==> config.mk <==
export PLATFORM = sky130hd
export DESIGN_NAME = ssi_responder
export DESIGN_NICKNAME = d
export VERILOG_FILES = /design/src/rtl/ssi_pkg.sv /design/src/rtl/ssi_sync_edge.sv /design/src/rtl/ssi_responder.sv
export SDC_FILE = /design/constraint.sdc
export NUM_CORES = 1
export LEC_CHECK = 0
export ABC_AREA = 1
export CAP_MARGIN = 20
export CELL_PAD_IN_SITES_DETAIL_PLACEMENT = 1
export CELL_PAD_IN_SITES_GLOBAL_PLACEMENT = 1
export CORE_UTILIZATION = 38
export CTS_BUF_LIST = sky130_fd_sc_hd__clkbuf_4
export CTS_CLUSTER_DIAMETER = 50
export DETAILED_ROUTE_END_ITERATION = 12
export PLACE_DENSITY = 0.81
export SYNTH_ARGS = -nofsm -noshare
export SYNTH_HDL_FRONTEND = slang
export SYNTH_SLANG_ARGS = --single-unit
==> constraint.sdc <==
create_clock -name PCI_Clock -period 2.5 [get_ports PCI_Clock]
set_clock_uncertainty 0.05 [all_clocks]
set_input_delay 0.5 -clock PCI_Clock [delete_from_list [all_inputs] [get_ports PCI_Clock]]
set_output_delay 0.5 -clock PCI_Clock [all_outputs]
set_load 0.02 [all_outputs]
==> src/rtl/ssi_pkg.sv <==
// Shared SSI definitions used by both the DC7 master and the DB7 responder:
// FSM state encoding, address field positions and the default frame length.
package ssi_pkg;

    typedef enum logic [1:0] {
        stIDLE   = 2'd0,
        stDECODE = 2'd1,
        stACK    = 2'd2,
        stDONE   = 2'd3
    } ssi_state_t;

    localparam int ADDR_READ_BIT  = 7;
    localparam int ADDR_ID_MSB    = 6;
    localparam int ADDR_ID_LSB    = 4;
    localparam int ADDR_REG_MSB   = 3;
    localparam int SSI_FRAME_BITS = 16;

endpackage

==> src/rtl/ssi_sync_edge.sv <==
// N-stage synchroniser for one asynchronous SSI input, with rise/fall
// detection on the synchronised value.
module ssi_sync_edge #(
    parameter int STAGES = 2
) (
    input  logic clk,
    input  logic rst,
    input  logic d,
    output logic q,
    output logic rise,
    output logic fall
);

    logic [STAGES-1:0] sync_sr;
    logic              q_d;

    always_ff @(posedge clk or posedge rst) begin
        if (rst) begin
            sync_sr <= '0;
            q_d     <= 1'b0;
        end else begin
            sync_sr <= {sync_sr[STAGES-2:0], d};
            q_d     <= sync_sr[STAGES-1];
        end
    end

    assign q    = sync_sr[STAGES-1];
    assign rise = q & ~q_d;
    assign fall = ~q & q_d;

endmodule

==> src/rtl/ssi_responder.sv <==
// DB7-side SSI responder: deserialises, decodes and acknowledges frames from
// the DC7 master. Define SSI_READBACK_EN to add read frames and the SSDIn port.
module ssi_responder
    import ssi_pkg::*;
#(
    parameter logic [2:0] DEVICE_ID   = 3'b010,
    parameter int         SYNC_STAGES = 2,
    parameter int         ACK_CYCLES  = 8,
    parameter int         FRAME_BITS  = SSI_FRAME_BITS
) (
    input  logic        PCI_Clock,
    input  logic        PCI_Reset,
    input  logic        SSClock,
    input  logic        SSAddr,
    input  logic        SSDOut,
    input  logic        SSStrobe,
    output logic        SSAck,
    output logic        WrValid,
    output logic [3:0]  WrAddr,
    output logic [15:0] WrData,
    output logic        RdReq,
    output logic [3:0]  RdAddr,
    input  logic [15:0] RdData,
    output logic        FrameError
`ifdef SSI_READBACK_EN
   ,output logic        SSDIn
`endif
);

    logic clk_q, clk_rise, clk_fall;
    logic addr_q, addr_rise, addr_fall;
    logic dout_q, dout_rise, dout_fall;
    logic strb_q, strb_rise, strb_fall;

    ssi_sync_edge #(.STAGES(SYNC_STAGES)) u_sync_clk (
        .clk(PCI_Clock), .rst(PCI_Reset), .d(SSClock),
        .q(clk_q), .rise(clk_rise), .fall(clk_fall));
    ssi_sync_edge #(.STAGES(SYNC_STAGES)) u_sync_addr (
        .clk(PCI_Clock), .rst(PCI_Reset), .d(SSAddr),
        .q(addr_q), .rise(addr_rise), .fall(addr_fall));
    ssi_sync_edge #(.STAGES(SYNC_STAGES)) u_sync_dout (
        .clk(PCI_Clock), .rst(PCI_Reset), .d(SSDOut),
        .q(dout_q), .rise(dout_rise), .fall(dout_fall));
    ssi_sync_edge #(.STAGES(SYNC_STAGES)) u_sync_strb (
        .clk(PCI_Clock), .rst(PCI_Reset), .d(SSStrobe),
        .q(strb_q), .rise(strb_rise), .fall(strb_fall));

    ssi_state_t  state, state_n;
    logic [7:0]  addr_sr, addr_sr_n;
    logic [15:0] data_sr, data_sr_n;
    logic [4:0]  bitcnt, bitcnt_n;
    logic [7:0]  ack_cnt, ack_cnt_n;
    logic        ack_n, wr_valid_n, frame_err_n;
    logic [3:0]  wr_addr_n;
    logic [15:0] wr_data_n;

`ifdef SSI_READBACK_EN
    logic [15:0] out_sr, out_sr_n;
    logic        rd_req_n, rd_cap;
    logic [3:0]  rd_addr_n;
    logic        unused_sync;
    assign unused_sync = ^{clk_q, addr_rise, addr_fall, dout_rise, dout_fall, strb_fall};
`else
    logic        unused_sync;
    assign unused_sync = ^{clk_q, clk_fall, addr_rise, addr_fall, dout_rise, dout_fall,
                           strb_fall, RdData};
    assign RdReq  = 1'b0;
    assign RdAddr = '0;
`endif

    always_comb begin
        state_n     = state;
        addr_sr_n   = addr_sr;
        data_sr_n   = data_sr;
        bitcnt_n    = bitcnt;
        ack_cnt_n   = ack_cnt;
        ack_n       = 1'b0;
        wr_valid_n  = 1'b0;
        frame_err_n = 1'b0;
        wr_addr_n   = WrAddr;
        wr_data_n   = WrData;
`ifdef SSI_READBACK_EN
        out_sr_n    = out_sr;
        rd_req_n    = 1'b0;
        rd_addr_n   = RdAddr;
        if (rd_cap)
            out_sr_n = RdData;
`endif
        unique case (state)
            stIDLE: begin
                if (clk_rise) begin
                    addr_sr_n = {addr_sr[6:0], addr_q};
                    data_sr_n = {data_sr[14:0], dout_q};
                    if (bitcnt != 5'd31)
                        bitcnt_n = bitcnt + 5'd1;
                end
`ifdef SSI_READBACK_EN
                if (clk_fall)
                    out_sr_n = {out_sr[14:0], 1'b0};
`endif
                if (strb_rise)
                    state_n = stDECODE;
            end
            stDECODE: begin
                ack_cnt_n = '0;
                state_n   = stDONE;
                if (bitcnt != 5'(FRAME_BITS)) begin
                    frame_err_n = 1'b1;
                end else if (addr_sr[ADDR_ID_MSB:ADDR_ID_LSB] != DEVICE_ID) begin
                    state_n = stDONE;
                end else if (!addr_sr[ADDR_READ_BIT]) begin
                    wr_valid_n = 1'b1;
                    wr_addr_n  = addr_sr[ADDR_REG_MSB:0];
                    wr_data_n  = data_sr;
                    state_n    = stACK;
`ifdef SSI_READBACK_EN
                    out_sr_n   = '0;
`endif
                end else begin
`ifdef SSI_READBACK_EN
                    rd_req_n  = 1'b1;
                    rd_addr_n = addr_sr[ADDR_REG_MSB:0];
                    state_n   = stACK;
`endif
                end
            end
            stACK: begin
                // SSAck is registered, so it trails the state by one cycle
                // but still spans exactly ACK_CYCLES cycles.
                ack_n = 1'b1;
                if (ack_cnt == 8'(ACK_CYCLES - 1))
                    state_n = stDONE;
                else
                    ack_cnt_n = ack_cnt + 8'd1;
            end
            stDONE: begin
                bitcnt_n  = '0;
                addr_sr_n = '0;
                data_sr_n = '0;
                if (!strb_q)
                    state_n = stIDLE;
            end
            default: state_n = stIDLE;
        endcase
    end

    always_ff @(posedge PCI_Clock or posedge PCI_Reset) begin
        if (PCI_Reset) begin
            state      <= stIDLE;
            addr_sr    <= '0;
            data_sr    <= '0;
            bitcnt     <= '0;
            ack_cnt    <= '0;
            SSAck      <= 1'b0;
            WrValid    <= 1'b0;
            WrAddr     <= '0;
            WrData     <= '0;
            FrameError <= 1'b0;
        end else begin
            state      <= state_n;
            addr_sr    <= addr_sr_n;
            data_sr    <= data_sr_n;
            bitcnt     <= bitcnt_n;
            ack_cnt    <= ack_cnt_n;
            SSAck      <= ack_n;
            WrValid    <= wr_valid_n;
            WrAddr     <= wr_addr_n;
            WrData     <= wr_data_n;
            FrameError <= frame_err_n;
        end
    end

`ifdef SSI_READBACK_EN
    always_ff @(posedge PCI_Clock or posedge PCI_Reset) begin
        if (PCI_Reset) begin
            out_sr <= '0;
            RdReq  <= 1'b0;
            RdAddr <= '0;
            rd_cap <= 1'b0;
        end else begin
            out_sr <= out_sr_n;
            RdReq  <= rd_req_n;
            RdAddr <= rd_addr_n;
            rd_cap <= RdReq;
        end
    end

    assign SSDIn = out_sr[15];
`endif

endmodule
# == After elaboration in Yosys (flattened, before gate mapping) ==
# Index checks and enable logic that the tools add are counted.
# word_totals
reg_bits,72
output_inout_bits,28
wordCells,69
# classes
n_addsub,2
eq_ne,13
mux,23
bitwise_logic,7
reduce_logical,8
# ops
cell,count
$pmux W16 S2,1
$pmux W8 S2,2
$mux W16,1
$mux W8,2
$ne A2 B2 Y1 const B,6
$mux W1,10
$mux W5,2
$ne A5 B5 Y1 const B,2
$pmux W5 S2,1
$add A8 B1 Y8 const B,1
$eq A8 B3 Y1 const B,1
$pmux W2 S4,1
$mux W2,3
$reduce_and A3 Y1,2
$add A5 B1 Y5 const B,1
$not A1 Y1,5
$eq A2 B2 Y1 const B,2
$reduce_and A2 Y1,2
$reduce_and A4 Y1,1
$reduce_bool A2 Y1,2
$ne A3 B2 Y1 const B,1
$and A1 B1 Y1,2
$eq A2 B1 Y1 const B,1
$logic_not A2 Y1,1

# == Depth between registers and ports, before layout ==
# Gate-level depths: netlist of the first run.
# depth
ltp_word,4
mapped_depth,9
mapped_depth_nobuf,9

# == Modules after synthesis ==
# From an unflattened synthesis of the first run, not the netlist that was laid out.
# hier_totals
hier_cells,314
area_unflattened_um2,3116.7
# by_module_without_submodules
mod,instances,cells_each,area_each_um2
ssi_responder,1,282,2741.4
ssi_sync_edge,4,8,93.8

# == Least setup slack after synthesis of the first run ==
# OpenSTA, ideal clock, no wires.
# synth_path
kind,register to register
startpoint,register state[0]
endpoint,register bitcnt[3]
setup_ns,0.121
arrival_time_ns,1.300
required_time_ns,2.329
setup_slack_ns,1.030
path_stages_with_launch,10
path_buffers,0
cell_sequence,dfrtp_1 inv_1 ha_1 nand2_1 nor2_2 inv_1 o21ai_4 inv_2 nand2_1 o21ai_1
# synth_via
elab_chain_cells,3
elab_cells_between_ends,7
cone_classes,eq/ne (3); mux (1); reduce/logical (3)
# synth_rtl
item,line_no,rtl
"start, declared",ssi_responder.sv:48,"ssi_state_t state, state_n;"
"start signal, assigned",ssi_responder.sv:149,state <= stIDLE;
"start signal, assigned",ssi_responder.sv:160,state <= state_n;
$logic_not A2 Y1 or $eq A2 B2 Y1 (tied branches),ssi_responder.sv:89,unique case (state)
$ne A2 B2 Y1 (no source line) or $reduce_bool A2 Y1 (tied branches),--,
$reduce_and A3 Y1 (no source line),--,
"end signal, assigned",ssi_responder.sv:163,bitcnt <= bitcnt_n;
"end, declared",ssi_responder.sv:51,"logic [4:0] bitcnt, bitcnt_n;"
# Several ways; a longest one is shown, not always the timed one.
# A chain may end at the register's enable or synchronous reset.

# == Final worst setup path of the first run ==
# layout_path
startpoint,register state[0]
endpoint,register addr_sr[6]
# layout_via
elab_chain_cells,3
elab_cells_between_ends,6
cone_classes,eq/ne (2); mux (1); reduce/logical (3)
# layout_rtl
item,line_no,rtl
$eq A2 B2 Y1 or $logic_not A2 Y1 (tied branches),ssi_responder.sv:89,
$reduce_bool A2 Y1 (no source line) or $ne A2 B2 Y1 (tied branches),--,
$reduce_and A2 Y1 (no source line),--,
"end signal, assigned",ssi_responder.sv:161,addr_sr <= addr_sr_n;
"end, declared",ssi_responder.sv:49,"logic [7:0] addr_sr, addr_sr_n;"
# Several ways; a longest one is shown, not always the timed one.

==> flow_summary.toml, run 1 <==
[outcome]
status = "complete, no violations"

[floorplanning]
dieArea_mm2 = 0.008266
die_y_um = 90.92
core_mm2 = 0.007687
die_x_um = 90.92
io_pins = 50
rows = 32
start_util = 0.3908

[worst_setup_path]
startpoint = "state[0]"
crit_fanout = 22
r2r-start = "state[0]"
cp.required_ns = 2.78
endpoint_kind = "register"
crit_type = "register to register"
arrival_ns = 2.26
critPathLaunchType = "register"

[sta]
tightestPinTransition_ns = 0.7257
fmax_ghz = 0.5029
final-max-slew-violation-count = 0
hold_violations = 0
finalSetupViolCount = 0
slew_headroom = 0.5151
rsz0062_at_grt = "no"
fin_setup_tns_ns = 0
min_period_over_period = 0.7954
fin_crit_ns = 1.988

[cells_and_area]
final_layout_size_suffix_gt1_frac = 0.08333
final_nets = 363
fillers = 896
antenna_cells = 0
area_growth_pct = 15.62
post-route-util = 0.4518
stdcell_area_mm2 = 0.003473

[global_routing]
grt_pass1_wl_mm = 10.81
track_usage = 0.1657
overflow = 0
antenna_found_initial = 0
grt_pass1_vias = 2320
grt_max_degree = 73

[clocking]
clock_path_buffers = 2
cts_tree = "yes"
post-cts-setup-buffers = 0
postCtsHoldBufs = 0
clk_latency_ns = 0.42
cts_buffers = 9
cts_resized = 0
h-tree-depth = 3
numClockSinks = 72
clk_pin_slew_ns = 0.11
root_buffer = "clkbuf_4"

[drt]
avgRoutedWirePerCell_um = 13.63
highest_layer = "met4"
drc = 0
first_iter_violations = 55
viasPerCell = 4.826
dr.pass1.iters = 4
drtAntennaViolNets = 0
dr_wl_met2_mm = 3.039
wl_met1_mm = 2.657
met3_length_um = 127
num_vias = 2114
wl_mm = 5.971

[synthesis]
ys.warnings.count = 0
synth_cell_types = 29
syn_area_mm2 = 0.003004
avgSynthCellArea_um2 = 9.915
ys_seq_area_frac = 0.5998
synthCells = 303
yosys_register_bits = 72

[pwr]
vdd_drop_max_uv = 284.0
power_density_mw_per_mm2 = 809.9
total_leakage_power_nw = 1.585
finalPower_w = 0.002813

[worst_hold_path]
min_path_type = "register to register"
hp-start = "u_sync_clk.sync_sr[0]"

[place]
place_hpwl_mm = 3.914
place.gp.congestion = 0.7584
io_buffers = 28
placed_cell_area_mm2 = 0.003344

[job]
drv_cap = 0
path summary, 6_finish.rpt:
kind                                         end  slack [ns]  cells after the start
min reg2reg                u_sync_clk.sync_sr[1]        0.31                      0
min                        u_sync_clk.sync_sr[1]        0.31                      0
max reg2reg                           addr_sr[6]        0.51                      6
max                                   addr_sr[6]        0.51                      6
min in group asynchronous              WrData[7]        0.40                      3
max in group asynchronous              bitcnt[1]        1.68                      3
power by group:
part / internal, W / switching, W
registers: 0.00128 / 0.0000908
clock network: 0.000296 / 0.000406
logic: 0.000242 / 0.000493
stage by stage:
step / setup slack (ns) / cells / hold slack [ns]
final: 0.5115 / 438 / 0.3130
after global routing: 0.2593 / 438 / 0.3263
after CTS: 0.4976 / 438 / 0.3131
after detailed placement: 0.4933 / 423 / 0.2904
after global placement: 0.6168 / 423 / 0.2818
after floorplan: 0.1251 / 307 / 0.2812
cells by family (layout without fill, tap and decap cells):
family,count (synthesis),count (layout),share of synthesized area
AND/OR/NAND/NOR,102,102,0.1499
flip-flops,72,72,0.5998
buffers and inverters,60,89,0.09204
AO/OA/AOI/OAI,58,58,0.1166
adder cells (fa/ha/maj),9,9,0.03749
other,1,5,0.001248
XOR/XNOR,1,1,0.002916
registers in the layout, summed over array words and instances, names as in the netlist, 2 cells and up:
name,count
state,2
u_sync_dout.sync_sr,2
WrData,16
ack_cnt,8
bitcnt,5
u_sync_addr.sync_sr,2
u_sync_clk.sync_sr,2
u_sync_strb.sync_sr,2
data_sr,16
WrAddr,4
addr_sr,8
layout by cell type, fill, tap and decap left out, drive strengths merged:
cell,count
nor3,2
inv,43
a22oi,1
clkinv,6
nand2,56
buf,2
or2,2
conb,5
nor2,14
bufinv,1
nor3b,1
o22ai,22
ha,9
nand3b,1
clkdlybuf4s50,28
dfrtp,72
xor2,1
o211ai,1
o21ai,34
clkbuf,9
nand3,22
nand4,4
metal layers:
metal,GRT usage,vias to the layer above
li1,-,1031
met1,0.2077,1040
met2,0.2746,31
met3,0.02778,12
met4,0.08730,0
met5,0,-
layout make-up:
type | count | area [um2] | area share
clock buffers | 9 | 67.56 | 0.01945
flip-flops and latches | 72 | 1802 | 0.5187
inverters | 44 | 166.4 | 0.04791
well taps | 102 | 127.6 | 0.03674
repair buffers | 30 | 307.8 | 0.08862
multi-input cells | 175 | 940.9 | 0.2709
clock inverters | 6 | 61.31 | 0.01765
critical path: stages, from the launching register on:
cell	delay, ns
dfrtp_1	0.45
inv_1	0.13
ha_1	0.22
nand2_1	0.08
nor2_2	0.16
nand2_1	0.45
o22ai_1	0.36
synth_stat cells (all sizes together):
| cell type | count | share of area |
|---|---|---|
| clkbuf | 1 | 0.0017 |
| nor3b | 1 | 0.0025 |
| nand3 | 22 | 0.038 |
| nor2 | 14 | 0.019 |
| buf | 15 | 0.035 |
| nor3 | 2 | 0.0033 |
| o211ai | 1 | 0.0042 |
| dfrtp | 72 | 0.60 |
| or2 | 2 | 0.0050 |
| o22ai | 22 | 0.046 |
| xor2 | 1 | 0.0029 |
| a22oi | 1 | 0.0025 |
| clkinv | 1 | 0.0017 |
| conb | 1 | 0.0012 |
| nand2 | 56 | 0.071 |
| ha | 9 | 0.037 |
| nand4 | 4 | 0.0083 |
| o21ai | 34 | 0.064 |
| inv | 43 | 0.054 |
| nand3b | 1 | 0.0025 |
Power figures use the tool's default switching activity.
==> inputs of run 2 (changes only) <==
Settings changed: CORE_UTILIZATION 38 to 42, PLACE_DENSITY 0.81 to 0.84.
Clock period 2.5 ns to 1.9 ns, I/O delays scaled along.
==> run 2 against run 1 <==
Against the previous run: via count grew 2.8%; worst setup slack got worse by 0.45 ns; utilization up 6.9 points; global-route usage is 3.1 points higher; critical path type is now register to output port; largest power group unchanged.
==> flow_summary.toml, run 2 (synthesized netlist as in run 1, its figures left out) <==
[drt]
num_vias = 2173
first_iter_violations = 53
viasPerCell = 4.973
drtAntennaViolNets = 0
drc = 0
avgRoutedWirePerCell_um = 14.67
dr.pass1.iters = 4
wl_mm = 6.412

[pwr]
finalPower_w = 0.004013
vdd_drop_max_uv = 521.6
total_leakage_power_nw = 1.739
power_density_mw_per_mm2 = 1121

[worst_setup_path]
cp_cell_sequence = "clkdlybuf4s50_1"
crit_type = "register to output port"
crit_fanout = 2
cp.required_ns = 1.47
cp_slowest_cell = "clkdlybuf4s50_1"
endpoint_kind = "output port"
cp_top_family = "buffers and inverters"
worst-path-buf-inv = 1
max_stage_delay_ns = 0.60
critPathLaunchType = "register"
arrival_ns = 1.41

[sta]
fin_setup_tns_ns = 0
finalSetupViolCount = 0
final-max-slew-violation-count = 0
fmax_ghz = 0.5443
timing.hold.ws_ns = 0.1798
fin_crit_ns = 1.837
hold_violations = 0
rsz0062_at_grt = "no"
min_period_over_period = 0.9669

[clocking]
clock_path_buffers = 2
cts_buffers = 9
h-tree-depth = 3
root_buffer = "clkbuf_4"
clk_pin_slew_ns = 0.13
clk_latency_ns = 0.44
postCtsHoldBufs = 0
cts_tree = "yes"
numClockSinks = 72

[floorplanning]
die_y_um = 86.58
io_pins = 50
start_util = 0.4373
die_x_um = 86.58
dieArea_mm2 = 0.007495
rows = 30
core_mm2 = 0.006869

[global_routing]
grt_pass1_wl_mm = 11.03
grt_max_degree = 41
antenna_found_initial = 0
track_usage = 0.1972
overflow = 0
grt_pass1_vias = 2317

[cells_and_area]
ff_latch_area_mm2 = 0.001802
reg.largest.list = "WrData (16), data_sr (16)"
post-route-util = 0.5209
area_growth_pct = 19.12
final_layout_size_suffix_gt1_frac = 0.1056
stdcell_area_mm2 = 0.003578
antenna_cells = 0
multi_input_area_um2 = 943.4
final_nets = 367
final_cell_mix = "dfrtp_1, nand2_1, inv_1"
fillers = 793
layout_commonest_cell = "dfrtp_1"

[worst_hold_path]
min_path_type = "input pin to asynchronous set/reset pin"

[place]
place.gp.congestion = 0.8163
place_hpwl_mm = 4.319
io_buffers = 28
placed_cell_area_mm2 = 0.003396

[outcome]
status = "complete, no violations"

[job]
drv_cap = 0
[run 2: routing by layer]
metal	share of wire	routed length [um]	up-vias	GRT usage
met2	0.53	3416	32	0.3485
met3	0.029	186	14	0.05333
met4	0.019	123	0	0.08182
met5	0	0	-	0
li1	-	-	1043	-
met1	0.42	2686	1084	0.2260
[run 2: repair_timing]
action                                  CTS  global route
setup buffers                             0             0
endpoints found under the setup margin    0            11
gates resized for setup                   0            10
[run 2: metrics by stage]
step / setup slack [ns] / std cells
5_1_grt: 0.0003655 / 437
6_report: 0.06283 / 437
3_5_place_dp: 0.1324 / 421
2_1_floorplan: 0.4296 / 307
3_3_place_gp: 0.2604 / 421
4_1_cts: 0.01464 / 437
[run 2: worst paths after layout]
check / from / to / slack, ns / cells past startpoint
max: WrAddr[1] / WrAddr[1] / 0.06 / 1
min: PCI_Reset / WrAddr[1] / 0.18 / 2
max reg2reg: state[0] / bitcnt[3] / 0.15 / 9
min reg2reg: u_sync_dout.sync_sr[0] / u_sync_dout.sync_sr[1] / 0.32 / 0
max in group asynchronous: PCI_Reset / WrData[2] / 1.14 / 3
min in group PCI_Clock: SSClock / u_sync_clk.sync_sr[0] / 0.32 / 1
[run 2: worst reg2reg max path, stage by stage, from the launching register on]
cell     delay, ns
dfrtp_1       0.46
inv_2         0.12
ha_2          0.21
nand2_1       0.07
nor2_2        0.17
inv_1         0.12
o21ai_4       0.27
inv_2         0.07
nand2_1       0.06
o21ai_1       0.06
[run 2: area by class of cell]
| class | instances | area share |
|---|---|---|
| multi-input combinational | 175 | 0.2636 |
| tap | 96 | 0.03357 |
| timing repair buffer | 34 | 0.1063 |
| inverter | 44 | 0.04755 |
| sequential | 72 | 0.5035 |
| clock inverter | 7 | 0.02657 |
| clock buffer | 9 | 0.01888 |
[run 2: where the power goes]
| group | leakage [nW] | switching, W | internal, W | total [W] |
|---|---|---|---|---|
| clock | 0.0762 | 0.000576 | 0.000532 | 0.00111 |
| combinational | 0.694 | 0.000706 | 0.000390 | 0.00110 |
| sequential | 0.969 | 0.000119 | 0.00169 | 0.00181 |
==> inputs of run 3 (changes only) <==
Settings changed: GPL_TIMING_DRIVEN from default to 0.
==> run 3 against run 2 <==
Against the previous run: utilization about the same; critical endpoint is now WrData[0]; critical path depth is the same; die area unchanged; highest routed layer unchanged; first-iteration DRC count grew 42%; maximum frequency down 0.24%; hold slack improved by 0.13 ns; global-route usage is 0.40 points lower; final cell count is 2.3% higher; design area about the same; non-clock buffer count rose by 11.
==> flow_summary.toml, run 3 (synthesized netlist as in run 1, its figures left out) <==
[sta]
min_period_over_period = 0.9692
timing.hold.ws_ns = 0.3125
finalSetupViolCount = 0
final-max-slew-violation-count = 0
slew_headroom = 0.5157
rsz0062_at_grt = "no"
hold_violations = 0
fmax_ghz = 0.5430
fin_crit_ns = 1.842
tightestPinTransition_ns = 0.7249

[cells_and_area]
area_growth_pct = 19.08
stdcell_count = 447
post-route-util = 0.5208
final_cell_mix = "dfrtp_1, nand2_1, inv_1"
fillers = 803
final_layout_size_suffix_gt1_frac = 0.1282
final_nets = 378
reg.largest.list = "WrData (16), data_sr (16)"
antenna_cells = 0
layout_commonest_cell = "dfrtp_1"

[floorplanning]
io_pins = 50
die_x_um = 86.58
dieArea_mm2 = 0.007495
die_y_um = 86.58
core_mm2 = 0.006869
rows = 30
start_util = 0.4373

[worst_setup_path]
cp_cell_sequence = "clkdlybuf4s50_1"
endpoint_kind = "output port"
ff2ff_path_depth = 7
arrival_ns = 1.41
worstSetupPathDepth = 1
max_stage_delay_ns = 0.61
worst-path-buf-inv = 1
cp_slowest_cell = "clkdlybuf4s50_1"
critPathLaunchType = "register"
crit_fanout = 2
crit_type = "register to output port"
cp_top_family = "buffers and inverters"
cp.required_ns = 1.47

[outcome]
status = "complete, no violations"

[global_routing]
grt_pass1_wl_mm = 10.96
grt_pass1_vias = 2364
groute.layer.met1.usage = 0.2300
antenna_found_initial = 0
track_usage = 0.1932
grt_busiest_layer = "met2"
gr-usage-met2 = 0.3312
overflow = 0
use_met3 = 0.03524
grt_max_degree = 41

[drt]
dr.pass1.iters = 4
viasPerCell = 4.922
wl_mm = 6.245
drc = 0
drtAntennaViolNets = 0
first_iter_violations = 75
num_vias = 2200
avgRoutedWirePerCell_um = 13.97

[clocking]
h-tree-depth = 3
cts_resized = 0
clk_pin_slew_ns = 0.11
root_buffer = "clkbuf_4"
post-cts-setup-buffers = 0
cts_tree = "yes"
cts_buffers = 9
clk_latency_ns = 0.43
postCtsHoldBufs = 0
numClockSinks = 72
clock_path_buffers = 2

[worst_hold_path]
hold_path_depth = 0
min_path_type = "register to register"

[place]
place.gp.congestion = 0.7703
place_hpwl_mm = 4.398
io_buffers = 28
numPlacedInstances = 432

[pwr]
vdd_drop_max_uv = 341.5
power_density_mw_per_mm2 = 1059
total_leakage_power_nw = 1.660

[job]
drv_cap = 0
==> run 3: changes by cell type in the layout (fill, tap and decap cells not counted), sizes merged, moves of 2 or more <==
| cell | change |
|---|---|
| dlymetal6s2s | -6 |
| buf | +10 |
| clkinv | +3 |
| clkinvlp | -2 |
| clkdlybuf4s50 | +6 |
==> run 3: routing by layer <==
metal  routed length [um]  vias to the layer above  share of wire
li1                     -                     1063              -
met1                 2795                     1084           0.45
met2                 3109                       38           0.50
met3                  146                       15          0.023
met4                  194                        0          0.031
met5                    0                        -              0
==> run 3: final cells by class <==
cell class                 count  area (um2)  area share
inverter                      44       170.2     0.04757
buffer                        16       110.1     0.03078
timing repair buffer          29       302.8     0.08464
multi-input combinational    175       943.4      0.2637
sequential                    72        1802      0.5037
clock inverter                 6       61.31     0.01714
clock buffer                   9       67.56     0.01889
tap                           96       120.1     0.03358
==> run 3: path summary, 6_finish.rpt <==
path                                           to  slack (ns)              startpoint
max                                     WrData[0]        0.06               WrData[0]
min                        u_sync_addr.sync_sr[1]        0.31  u_sync_addr.sync_sr[0]
max reg2reg                           data_sr[11]        0.16                state[1]
min reg2reg                u_sync_addr.sync_sr[1]        0.31  u_sync_addr.sync_sr[0]
max in group asynchronous                 WrValid        0.81               PCI_Reset
min in group asynchronous             data_sr[11]        0.36               PCI_Reset
==> run 3: where the power goes <==
| group | switching, W | internal [W] | total, W |
|---|---|---|---|
| Clock | 0.000542 | 0.000389 | 0.000931 |
| Sequential | 0.000113 | 0.00169 | 0.00180 |
| Combinational | 0.000670 | 0.000385 | 0.00105 |
| Total | 0.00132 | 0.00246 | 0.00379 |
==> run 3: worst reg2reg max path, stage by stage (launching register included) <==
cell and delay (ns):
dfrtp_1 0.43, inv_1 0.14, ha_2 0.22, nand2_1 0.07, nor2_2 0.16, nand2_1 0.14, buf_2 0.21, o22ai_1 0.22
==> run 3: per-stage QoR <==
step	total power (W)	setup TNS [ns]	area, um2	worst slack, ns
CTS	0.003821	0	3572	0.01975
finish	0.003788	0	3577	0.05849
global placement	0.002831	-13.75	3423	-0.1928
detailed placement	0.002886	0	3443	0.1470
floorplan	0.002593	0	3023	0.4296
global route	0.004046	0	3577	0.01369
